<file path="config.mk">
export PLATFORM = sky130hd
export DESIGN_NAME = dmem_arbiter
export DESIGN_NICKNAME = d
export VERILOG_FILES = /design/src/rtl/dmem_arbiter.sv
export SDC_FILE = /design/constraint.sdc
export NUM_CORES = 1
export LEC_CHECK = 0
export CORE_AREA = 2 2 117 119
export CTS_BUF_LIST = sky130_fd_sc_hd__clkbuf_16
export DETAILED_ROUTE_END_ITERATION = 6
export DIE_AREA = 0 0 119 121
export PLACE_DENSITY = 0.58
export SKIP_LAST_GASP = 1
export SYNTH_ARGS = -nofsm -noshare
export SYNTH_HDL_FRONTEND = slang
export SYNTH_SLANG_ARGS = --single-unit
</file>
<file path="constraint.sdc">
create_clock -name clk -period 3.8 [get_ports clk]
set_input_delay 1.14 -clock clk [delete_from_list [all_inputs] [get_ports clk]]
set_output_delay 1.14 -clock clk [all_outputs]
set_load 0.01 [all_outputs]
</file>
<file path="src/rtl/dmem_arbiter.sv">
// dmem_arbiter: shares the single-port synchronous-read data RAM between the core MEM stage and a debug/loader master
//   clk, rst (async active-low)
//   core_req/we/addr/wdata/ubhw -> core_stall, core_rvalid, core_rdata
//   dbg_req/we/addr/wdata       -> dbg_gnt, dbg_rvalid, dbg_rdata
//   ram_addr/wdata/we/ubhw      <- winner mux; ram_rdata returns one cycle later
module dmem_arbiter #(
  parameter int ADDR_W       = 32,
  parameter int DATA_W       = 32,
  parameter int STARVE_LIMIT = 8
) (
  input  logic              clk,
  input  logic              rst,
  input  logic              core_req,
  input  logic              core_we,
  input  logic [ADDR_W-1:0] core_addr,
  input  logic [DATA_W-1:0] core_wdata,
  input  logic [2:0]        core_ubhw,
  output logic              core_stall,
  output logic              core_rvalid,
  output logic [DATA_W-1:0] core_rdata,
  input  logic              dbg_req,
  input  logic              dbg_we,
  input  logic [ADDR_W-1:0] dbg_addr,
  input  logic [DATA_W-1:0] dbg_wdata,
  output logic              dbg_gnt,
  output logic              dbg_rvalid,
  output logic [DATA_W-1:0] dbg_rdata,
  output logic [ADDR_W-1:0] ram_addr,
  output logic [DATA_W-1:0] ram_wdata,
  output logic              ram_we,
  output logic [2:0]        ram_ubhw,
  input  logic [DATA_W-1:0] ram_rdata
);
  typedef enum logic [1:0] {NONE, CORE, DBG} owner_t;
  localparam logic [7:0] LIMIT = 8'(STARVE_LIMIT);
  owner_t owner, owner_nxt;
  logic [7:0] starve_cnt, starve_nxt;
  logic core_win, dbg_win;
  // Winners are gated by rst so the RAM sees no strobe and no handshake fires while in reset.
  always_comb begin
    dbg_win     = rst && dbg_req && (!core_req || starve_cnt == LIMIT);
    core_win    = rst && core_req && !dbg_win;
    core_stall  = rst && core_req && !core_win;
    dbg_gnt     = dbg_win;
    ram_addr    = core_win ? core_addr : dbg_win ? dbg_addr : '0;
    ram_wdata   = core_win ? core_wdata : dbg_win ? dbg_wdata : '0;
    ram_we      = core_win ? core_we : dbg_win && dbg_we;
    ram_ubhw    = core_win ? core_ubhw : 3'b010;
    starve_nxt  = (dbg_req && !dbg_win) ? ((starve_cnt == LIMIT) ? starve_cnt : starve_cnt + 8'd1) : 8'd0;
    owner_nxt   = (core_win && !core_we) ? CORE : (dbg_win && !dbg_we) ? DBG : NONE;
    core_rvalid = owner == CORE;
    dbg_rvalid  = owner == DBG;
    core_rdata  = core_rvalid ? ram_rdata : '0;
    dbg_rdata   = dbg_rvalid ? ram_rdata : '0;
  end
  // Clearing owner asynchronously drops any in-flight read response immediately.
  always_ff @(posedge clk or negedge rst) begin
    if (!rst) begin
      owner      <= NONE;
      starve_cnt <= '0;
    end else begin
      owner      <= owner_nxt;
      starve_cnt <= starve_nxt;
    end
  end
endmodule

</file>
==> metrics, run 1 <==
CP arrival=2630 ps; nets=689; Final Setup Violations=0; Syn Area/Cell=8.14 µm²; num ports=305; met2 Resource Use GR=0.302; worst skew pair latency=240 ps; post-DR vias/cell=4.56; P_leak=2.07 nW; CTS buffer count=3; Max-slew headroom=0.628; Final Max Slew Viols=0; Final Hold Slack=582 ps; Top Usage Layer GRT=met2; H-tree depth=1; Cells after Synth=222; Netlist cell types=31; Die Wd=119 µm; Post-synth top cells=and2_1, a32o_1, clkbuf_1; global route overflow=0; clk_skew=0.637 ps; ratio of cells with drive above 1 in the final layout=0.0561; met3 GRT Util=0.0470; number of port buffers=304; TritonCTS clock tree=done; syn_nets=393; critical path fanouts, max=30; clock-pin slew on the worst setup and hold paths=40 ps; Starting DRT DRC Count=148; synthesized area=1810 µm²; crit path cell chain=dlygate4sd2_1 -> buf_4 -> o21ai_4 -> buf_12 -> a32o_1 -> clkdlybuf4s50_1; RSZ-0062 raised after global routing=true; Max-cap violations=0; Max Clk Rate=266 MHz; asr flop ratio synth=1.00; main area contributors after synthesis=a32o_1, and2_1, dfrtp_1, clkbuf_1, buf_2; largest net degree at the start of global routing=42; Setup crit end kind=output pin; hold crit path type=register to register; root buf cell=clkbuf_16; synthesis-to-layout area growth=189%; met1 usage=0.191; status=completed; via count=3163; Routed WL=13000 µm; Filler Cell Count=1282; design area=5230 µm²; critical path's largest stage delay=530 ps; Die Ht=121 µm; initial antenna violation count=3; Seq cells post-synth=10; VDD IR-drop max=138 µV; initial core utilization=0.138; CP Data Required Time=2660 ps; number of flops mapped to enable cells by yosys=0; die area=14400 µm²; Slowest-stage cell, CP=clkdlybuf4s50_1; gr usage total=0.165; DR pass1 iterations=5; Clock Tree Buf Depth=2; Rows=42; wire per inst=18.7 µm; top-count cell post-synth=and2_1; area leader, netlist=a32o_1; clk sinks=10; post-route ant nets=0; Syn. warnings=0; dpl hpwl=10500 µm; vias in the first global route=3083; final hold viol count=0; post-synth top area share=0.360; CP startpoint kind=input pin; first-pass GRT wire length=18300 µm; slew at the pin with the worst max-slew slack=558 ps; register area share after synthesis=0.139; core area=13100 µm²; Main synth FF type=dfrtp_1; Tcrit/Tclk final=0.991; drc violations=0; RePlAce Congestion=0.837; DP Area=5090 µm²; Final Critical Period=3770 ps; Crit Path Category=input pin to output pin; pwr/cell area=145 nW/µm²
==> kinds of logic after synthesis <==
group / count (synthesis) / synth area share
buffers and inverters: 33 / 0.0873
AOI/OAI and AO/OA: 80 / 0.419
xor gates and xnor gates: 2 / 0.00970
and+or+nand+nor: 95 / 0.332
DFF: 10 / 0.139
adders and majority gates: 2 / 0.0138
==> final timing paths <==
kind | slack (ps) | depth (start not counted) | startpoint | to
max in group asynchronous | 2640 | 2 | rst | starve_cnt[1]$_DFFE_PN0P_
worst max-delay path | 30 | 6 | core_req | ram_addr[7]
min in group asynchronous | 1010 | 2 | rst | starve_cnt[5]$_DFFE_PN0P_
worst max register to register | 1890 | 8 | starve_cnt[0]$_DFFE_PN0P_ | owner[0]$_DFF_PN0_
worst min-delay path | 580 | 2 | starve_cnt[7]$_DFFE_PN0P_ | starve_cnt[7]$_DFFE_PN0P_
worst min register to register | 580 | 2 | starve_cnt[7]$_DFFE_PN0P_ | starve_cnt[7]$_DFFE_PN0P_
==> flip-flops by register name, indices dropped and copies added, names as in the netlist <==
name        cells
owner           2
starve_cnt      8
==> layout by cell type (no fill, tap or decap), types with 2 or more instances in the layout <==
master and instances:
ha_1 2, a32o_1 65, o21ai_0 4, clkbuf_16 4, or3_1 3, nand3_1 5
dlygate4sd2_1 48, xor2_1 2, a21oi_1 6, and2_1 67, nor2_1 2, buf_12 6
clkdlybuf4s50_1 235, o221ai_1 2, inv_1 4, clkdlybuf4s15_1 18, nor2b_1 3, nand2_1 2
nor3_1 2, dfrtp_1 10, buf_4 6, clkdlybuf4s15_2 3
==> layer usage <==
layer	up-vias	wire length, µm
met4	4	200
met5	-	27
met3	18	1010
met1	1467	5180
met2	204	6580
li1	1470	-
==> worst max-delay path: cells and delay by family <==
kind,cells,cell delay [ps]
buf+inv,4,1160
compound gates,2,310
==> layout make-up <==
| cell class | instances | area (µm²) | share of cell area |
|---|---|---|---|
| antenna | 1 | 2.50 | 0.000479 |
| clock buffer | 3 | 75.1 | 0.0144 |
| clock inverter | 1 | 3.75 | 0.000718 |
| inverter | 4 | 15.0 | 0.00287 |
| multi-input combinational | 179 | 1410 | 0.270 |
| sequential | 10 | 250 | 0.0479 |
| tap | 176 | 220 | 0.0421 |
| timing repair buffer | 320 | 3250 | 0.622 |
==> through the flow <==
| stage | setup slack, ps | instances | utilization | power [mW] | TNS (ps) |
|---|---|---|---|---|---|
| after global routing | -13.0 | 693 | 0.399 | 0.801 | -19.8 |
| after CTS | 25.3 | 693 | 0.399 | 0.763 | 0 |
| after global placement | -258 | 684 | 0.389 | 0.581 | -15420 |
| after detailed placement | -292 | 684 | 0.389 | 0.582 | -16410 |
| final | 33.7 | 694 | 0.399 | 0.758 | 0 |
| after floorplan | 596 | 222 | - | 0.247 | 0 |
==> power breakdown <==
part / switching [mW] / leakage (nW) / internal (mW)
Sequential: 0.00340 / 0.137 / 0.110
Clock: 0.0512 / 0.0385 / 0.138
Combinational: 0.165 / 1.90 / 0.291
==> timing repair <==
| item | 4_1_cts | 5_1_grt |
|---|---|---|
| cloned | 2 | 1 |
| pin swaps | 1 | 1 |
| setup buffers | 3 | 0 |
| endpoints found under the setup margin | 70 | 4 |
| hold buffers | 0 | 0 |
| resized for setup | 96 | 0 |
Note: power is estimated with default switching activity, not from simulation.
==> run 2: changes to the inputs <==
Settings changed: CTS_CLUSTER_DIAMETER from default to 50.
==> results of run 2 <==
Final layout, timing and power as in run 1 (identical DEF).
